--- config.mk ---
export PLATFORM = sky130hd
export DESIGN_NAME = reset_controller
export DESIGN_NICKNAME = d
export VERILOG_FILES = /design/src/rtl/reset_controller.sv
export SDC_FILE = /design/constraint.sdc
export NUM_CORES = 1
export LEC_CHECK = 0
export BUFFER_PORTS_ARGS = -buffer_cell sky130_fd_sc_hd__buf_2
export CAP_MARGIN = 20
export CORE_MARGIN = 4
export CORE_UTILIZATION = 30
export DETAILED_ROUTE_END_ITERATION = 8
export GPL_TIMING_DRIVEN = 0
export PLACE_DENSITY_LB_ADDON = 0.15
export SETUP_SLACK_MARGIN = 0.5
export SLEW_MARGIN = 20
export SYNTH_ARGS = -nofsm -noshare
export SYNTH_HDL_FRONTEND = slang
export SYNTH_SLANG_ARGS = --single-unit
--- constraint.sdc ---
create_clock -name clk -period 3.2 [get_ports clk]
set_input_delay 0.16 -clock clk [delete_from_list [all_inputs] [get_ports clk]]
set_output_delay 0.16 -clock clk [all_outputs]
set_load 0.02 [all_outputs]
--- src/rtl/reset_controller.sv ---
// Reset request controller: merges watchdog, software and external requests into a
// glitch-free, minimum-width active-low reset pulse and keeps sticky reset-cause flags.
module reset_controller #(
    parameter int          PULSE_CYCLES = 16,
    parameter int          GAP_CYCLES   = 4,
    parameter logic [7:0]  SW_KEY       = 8'hA5
) (
    input  logic       clk,
    input  logic       rst_n,
    input  logic       wdt_rst_req,
    input  logic       ext_rst_req,
    input  logic       sw_rst_req,
    input  logic [7:0] sw_rst_key,
    input  logic       cause_clr,
    output logic       rst_out_n,
    output logic       rst_active,
    output logic [2:0] rst_cause,
    output logic       por_flag
);

    localparam int MAX_CYCLES = (PULSE_CYCLES > GAP_CYCLES) ? PULSE_CYCLES : GAP_CYCLES;
    localparam int CNT_W      = ($clog2(MAX_CYCLES) < 1) ? 1 : $clog2(MAX_CYCLES);
    localparam logic [CNT_W-1:0] PULSE_LAST = CNT_W'(PULSE_CYCLES - 1);
    localparam logic [CNT_W-1:0] GAP_LAST   = CNT_W'(GAP_CYCLES - 1);

    typedef enum logic [1:0] {
        IDLE     = 2'd0,
        ASSERT   = 2'd1,
        HOLD     = 2'd2,
        COOLDOWN = 2'd3
    } state_t;

    state_t             r_state;
    state_t             w_nextState;
    logic [CNT_W-1:0]   r_cnt;
    logic               r_pending;
    logic [2:0]         r_pendVec;
    logic [2:0]         w_reqVec;
    logic               w_anyReq;
    logic               w_levelReq;
    logic               w_pendAny;
    logic               w_startPulse;

    // A software strobe only counts when it carries the right key.
    assign w_reqVec   = {ext_rst_req, sw_rst_req && (sw_rst_key == SW_KEY), wdt_rst_req};
    assign w_anyReq   = |w_reqVec;
    assign w_levelReq = ext_rst_req | wdt_rst_req;
    assign w_pendAny  = r_pending | w_anyReq;

    always_ff @(posedge clk or negedge rst_n) begin
        if (!rst_n) begin
            r_state <= ASSERT;
        end else begin
            r_state <= w_nextState;
        end
    end

    // A request arriving on the last cooldown cycle is folded in so it is never dropped.
    always_comb begin
        w_nextState = r_state;
        case (r_state)
            IDLE: begin
                if (w_anyReq) begin
                    w_nextState = ASSERT;
                end
            end
            ASSERT: begin
                if (r_cnt == PULSE_LAST) begin
                    w_nextState = w_levelReq ? HOLD : COOLDOWN;
                end
            end
            HOLD: begin
                if (!w_levelReq) begin
                    w_nextState = COOLDOWN;
                end
            end
            COOLDOWN: begin
                if (r_cnt == GAP_LAST) begin
                    w_nextState = w_pendAny ? ASSERT : IDLE;
                end
            end
            default: begin
                w_nextState = IDLE;
            end
        endcase
    end

    always_comb begin
        rst_active = (r_state == ASSERT) || (r_state == HOLD);
    end

    assign w_startPulse = (r_state == COOLDOWN) && (w_nextState == ASSERT);

    always_ff @(posedge clk or negedge rst_n) begin
        if (!rst_n) begin
            r_cnt <= '0;
        end else if (w_nextState != r_state) begin
            r_cnt <= '0;
        end else if ((r_state == ASSERT) || (r_state == COOLDOWN)) begin
            r_cnt <= r_cnt + CNT_W'(1);
        end
    end

    always_ff @(posedge clk or negedge rst_n) begin
        if (!rst_n) begin
            r_pending <= 1'b0;
            r_pendVec <= 3'b000;
        end else if ((r_state == COOLDOWN) && !w_startPulse) begin
            r_pending <= w_pendAny;
            r_pendVec <= r_pendVec | w_reqVec;
        end else begin
            r_pending <= 1'b0;
            r_pendVec <= 3'b000;
        end
    end

    // Set bits always win over a coincident cause_clr.
    always_ff @(posedge clk or negedge rst_n) begin
        if (!rst_n) begin
            rst_cause <= 3'b000;
            por_flag  <= 1'b1;
        end else begin
            case (r_state)
                IDLE: begin
                    if (w_anyReq) begin
                        rst_cause <= w_reqVec;
                        por_flag  <= 1'b0;
                    end else if (cause_clr) begin
                        rst_cause <= 3'b000;
                        por_flag  <= 1'b0;
                    end
                end
                ASSERT, HOLD: begin
                    rst_cause <= (cause_clr ? 3'b000 : rst_cause) | w_reqVec;
                    if (cause_clr) begin
                        por_flag <= 1'b0;
                    end
                end
                COOLDOWN: begin
                    if (w_startPulse) begin
                        rst_cause <= r_pendVec | w_reqVec;
                        por_flag  <= 1'b0;
                    end else if (cause_clr) begin
                        rst_cause <= 3'b000;
                        por_flag  <= 1'b0;
                    end
                end
                default: begin
                    rst_cause <= rst_cause;
                end
            endcase
        end
    end

    always_ff @(posedge clk or negedge rst_n) begin
        if (!rst_n) begin
            rst_out_n <= 1'b0;
        end else begin
            rst_out_n <= !((w_nextState == ASSERT) || (w_nextState == HOLD));
        end
    end

endmodule
* After elaboration in Yosys (flattened, before gate mapping)
Index checks and enable logic that the tools add are counted. W data, S select, Z words.
Storage, ports and cells: register bits after elaboration 15, output and inout port bits 6, input port bits 14
Cells by class: multiplexer cells 19, $add $sub $neg 1, equality and inequality tests 9, reductions and logical operators 12, bitwise logic cells 4
Operator list (number):
- $mux W3 | 4
- $pmux W3 S3 | 1
- $eq A8 B8 Y1 const B | 1
- $mux W2 | 4
- $mux W4 | 2
- $pmux W2 S4 | 1
- $eq A2 B2 Y1 const B | 3
- $mux W1 | 6
- $or A3 B3 Y3 | 2
- $add A4 B1 Y4 const B | 1
- $eq A2 B1 Y1 const B | 2
- $eq A4 B2 Y1 const B | 1
- $eq A4 B4 Y1 const B | 1
- $logic_and A1 B1 Y1 | 3
- $logic_or A1 B1 Y1 | 3
- $pmux W1 S3 | 1
- $reduce_or A3 Y1 | 1
- $logic_not A1 Y1 | 2
- $logic_not A2 Y1 | 1
- $ne A2 B2 Y1 | 1
- $or A1 B1 Y1 | 2
- $reduce_bool A2 Y1 | 1
- $reduce_or A2 Y1 | 1

* Logic depth before layout (Yosys ltp)
depth after elaboration 12, gate-level depth with buffers 12, gate-level depth less buffers 12

* Least setup slack after synthesis
No wires, ideal clock.
path type register to register, from reg r_cnt[0], to reg rst_cause[0], setup slack 0.747 ns, stages on the path, launching flop included 11, clock period less this slack 2.453 ns, required time 3.072 ns, library setup time 0.128 ns, arrival 2.325 ns, cells stage by stage dfrtp_1 -> ha_1 -> or3b_2 -> a211oi_1 -> nor2_1 -> o21ai_2 -> ha_1 -> nand2b_1 -> nand2_1 -> a32oi_1 -> o21ai_0
Between the ends: word-level cells in the longest chain between the ends 7
RTL lines:
- from (decl) | line 35 | logic [CNT_W-1:0] r_cnt;
- from (signal assigned) | line 100 | r_cnt <= r_cnt + CNT_W'(1);
- $eq A4 B2 Y1 / $eq A4 B4 Y1 (equally long branches) | line 78, 68
- $mux W2, on equally long branches | line 78, 68
- $pmux W2 S4 * | line 61 | case (r_state)
- $eq A2 B1 Y1 * | line 92 | assign w_startPulse = (r_state == COOLDOWN) && (w_nextState == ASSERT);
- $logic_and A1 B1 Y1 * | line 92
- $mux W3 * | line 140 | if (w_startPulse) begin
- $pmux W3 S3 * | line 123 | case (r_state)
- to (signal assigned) | line 126 | rst_cause <= w_reqVec;
- to (signal assigned) | line 141 | rst_cause <= r_pendVec | w_reqVec;
- to (signal assigned) | line 149 | rst_cause <= rst_cause;
- to (decl) | line 17 | output logic [2:0] rst_cause,
Mark *: on every way between the ends. The rest lies on a longest branch, timed or not. A chain may end at the register's enable or synchronous reset.

* Final worst setup path
from reg r_cnt[0], to reg rst_cause[2]
The elaborated chain is that of the path after synthesis.

==> metrics.md <==
| Metric | Value |
|---|---|
| Via Count | 917 |
| Final ANT Viol Nets | 0 |
| DRC Markers | 0 |
| Worst Path Arrival | 2760 ps |
| Syn nets | 126 |
| Post-Route WL | 2.50 mm |
| Final setup viols | 0 |
| Number of synthesized flops with an enable pin | 0 |
| Reg-to-reg slack, setup | 610 ps |
| Setup TNS | 0 ps |
| I/O Pins | 20 |
| Post-synthesis sequential area ratio | 39.2% |
| Hold path depth | 3 |
| Overflow after GRT | 0 |
| GPL Wtd Cong | 0.806 |
| Vias per inst | 5.24 |
| Clock Path Buffers | 2 |
| Initial antenna violation count | 0 |
| H-tree depth | 1 |
| Fraction of registers with async set/reset | 100% |
| Sequential Area | 378 sq um |
| Ys Warns | 0 |
| Hold WC Path Type | input port to flop |
| Core area | 3050 sq um |
| RSZ-0062 raised after global routing | yes |
| CP required | 3370 ps |
| Inserted Clock Buffers | 3 |
| Netlist cell types | 36 |
| Worst vdd ir | 0.265 mV |
| Top_reg_cell synth | dfrtp_1 |
| Synth Register Bits | 15 |
| Synth Instances | 106 |
| Final Skew | 1.20 ps |
| Hold_sp | wdt_rst_req |
| Clk_lat worst skew | 290 ps |
| Root cell of the clock tree | clkbuf_4 |
| Count leader, synth | dfrtp_1 |
| P_leak | 0.530 nW |
| Post-DR wirelength/cell | 14.3 microns |
| Crit Path Max Fanout | 5 |
| Hold_ws | 163 ps |
| CP startpoint kind | flop |
| Post-synth top area share | 33.7% |
| Die width | 64.7 microns |
| Reg2reg path depth | 10 |
| Max-slew headroom | 66.9% |
| Post-DP HPWL | 1.92 mm |
| Status | completed |
| Finished Cell Area | 1190 sq um |
| Period utilization | 80.8% |
| Tightest Pin Transition | 494 ps |
| Placed inst area | 1110 sq um |
| Die area | 4190 sq um |
| Worst hold endpoint | rst_cause[0] |
| Max-slew violation count | 0 |
| Nets@finish | 152 |
| Die Y | 64.7 microns |
| Syn avg cell area | 9.10 sq um |
| Fillcell total | 339 |
| Post-layout min period | 2590 ps |
| Largest net degree at the start of global routing | 16 |
| Fmax | 387 MHz |
| Post-synth top cells | 13 x dfrtp_1, 12 x nor2_1, 11 x o21ai_0 |
| Origin of the critical flop-to-flop path | r_cnt[0] |
| All-Layer GR Usage | 13.0% |
| Final Hold Vio Count | 0 |
| Antenna cell count | 0 |
| Num rows | 20 |
| Final Util | 38.9% |
| TritonRoute pass-1 iters | 4 |
| Multi-input gate area in the final layout | 583 sq um |
| Area growth syn-to-layout | 23.2% |
| Initial Utilization | 31.6% |
| Clock Sinks | 15 |
| Max-Cap Viols | 0 |
| Post-synth top area cell | dfrtp_1 |
| PortBufs | 19 |
| First-pass GRT wire length | 4.29 mm |
| Vias in the first global route | 919 |
| Post-Syn Area | 965 sq um |
| Worst Path Class, Setup | flop to flop |
| Cell Pwr Density | 687 nW/um^2 |
| Fraction of layout cells with a size suffix above 1 | 32.8% |
| Top post-synthesis cells by area | dfrtp_1 34%, ha_1 7.8%, o21ai_0 5.7% |
| Critical R2R Capture | rst_cause[2] |
| Initial DRC Count | 38 |
| CTS tree | built |
| Register clock-pin slew on the reported worst setup and hold paths | 100 ps |
| Critical Path Sink Type | flop |
## flip-flops by register name, summed over array words and instances (netlist names)
name / cells
por_flag: 1
r_cnt: 4
rst_out_n: 1
rst_cause: 3
r_pending: 1
r_pendVec: 3
r_state: 2
## where the power goes
group / switching, mW / leakage [nW] / total [mW] / internal [mW]
sequential: 0.0300 / 0.194 / 0.263 / 0.233
combinational: 0.265 / 0.318 / 0.438 / 0.174
clock: 0.0680 / 0.0177 / 0.115 / 0.0465
total: 0.363 / 0.530 / 0.816 / 0.453
## cells in the final DEF (no fill, tap or decap), drive strengths merged, types with 4 or more instances in the layout
| master | netlist | layout |
|---|---|---|
| nand2 | 6 | 6 |
| nor2b | 4 | 4 |
| buf | 0 | 20 |
| inv | 6 | 6 |
| dfrtp | 13 | 13 |
| a21oi | 8 | 8 |
| nor2 | 12 | 12 |
| clkbuf | 2 | 5 |
| ha | 6 | 6 |
| o21ai | 12 | 12 |
## per-layer routing
metal	vias to the layer above	share of wire [%]	GRT usage, %
met3	2	7.2	2.77
met4	0	0.60	3.96
met1	429	46	17.4
met2	35	47	20.9
met5	-	0	0
li1	451	-	-
## layout make-up
class / instances / share of cell area, %
multi-input cells: 83 / 49.1
clock buffers: 3 / 1.89
inverters: 6 / 1.89
flip-flops and latches: 15 / 31.8
plain buffers: 2 / 0.842
repair buffers: 21 / 9.47
well taps: 44 / 4.63
clock inverters: 1 / 0.421
## kinds of logic (layout without fill, tap and decap cells)
logic type,after synthesis,count (layout),synth area share (%)
simple gates,35,35,19.2
fa+ha+maj,6,6,7.78
xor+xnor,2,2,1.82
flops,15,15,39.2
compound gates,40,40,28.9
buf+inv,8,33,3.11
## what timing repair did
| item | CTS | global route |
|---|---|---|
| gates resized for setup | 3 | 12 |
| endpoints found under the hold margin | 13 | 0 |
| buffers inserted | 1 | 0 |
| endpoints found under the setup margin | 3 | 4 |
| hold buffers | 1 | 0 |
| pin swaps | 1 | 1 |
## critical path: stages (launching register included)
cell      delay [ps]
dfrtp_1          400
ha_2             230
or3b_2           520
a211oi_2         290
nor2_1            80
o21ai_2          150
ha_2             200
nand2b_2         180
nand2_1          120
a32oi_1          180
o21ai_0          120
## stage by stage
stage          total power [mW]  instances  setup slack [ps]
6_report                  0.816        175               613
5_1_grt                   0.884        175               469
4_1_cts                   0.798        175               541
3_5_place_dp              0.662        169               237
3_3_place_gp              0.654        169               274
2_1_floorplan             0.551        106               747
## worst max path at each step
| stage | startpoint | end | slack (ps) | depth (start not counted) |
|---|---|---|---|---|
| global route | r_cnt[0] | rst_cause[0] | 470 | 10 |
| detailed placement | r_state[0] | rst_cause[0] | 240 | 12 |
| CTS | r_cnt[0] | rst_cause[0] | 540 | 10 |
| finish | r_cnt[0] | rst_cause[2] | 610 | 10 |
| global placement | r_state[0] | rst_cause[0] | 270 | 12 |
| floorplan | r_cnt[0] | rst_cause[0] | 750 | 10 |
(Power assumes the default switching activity.)
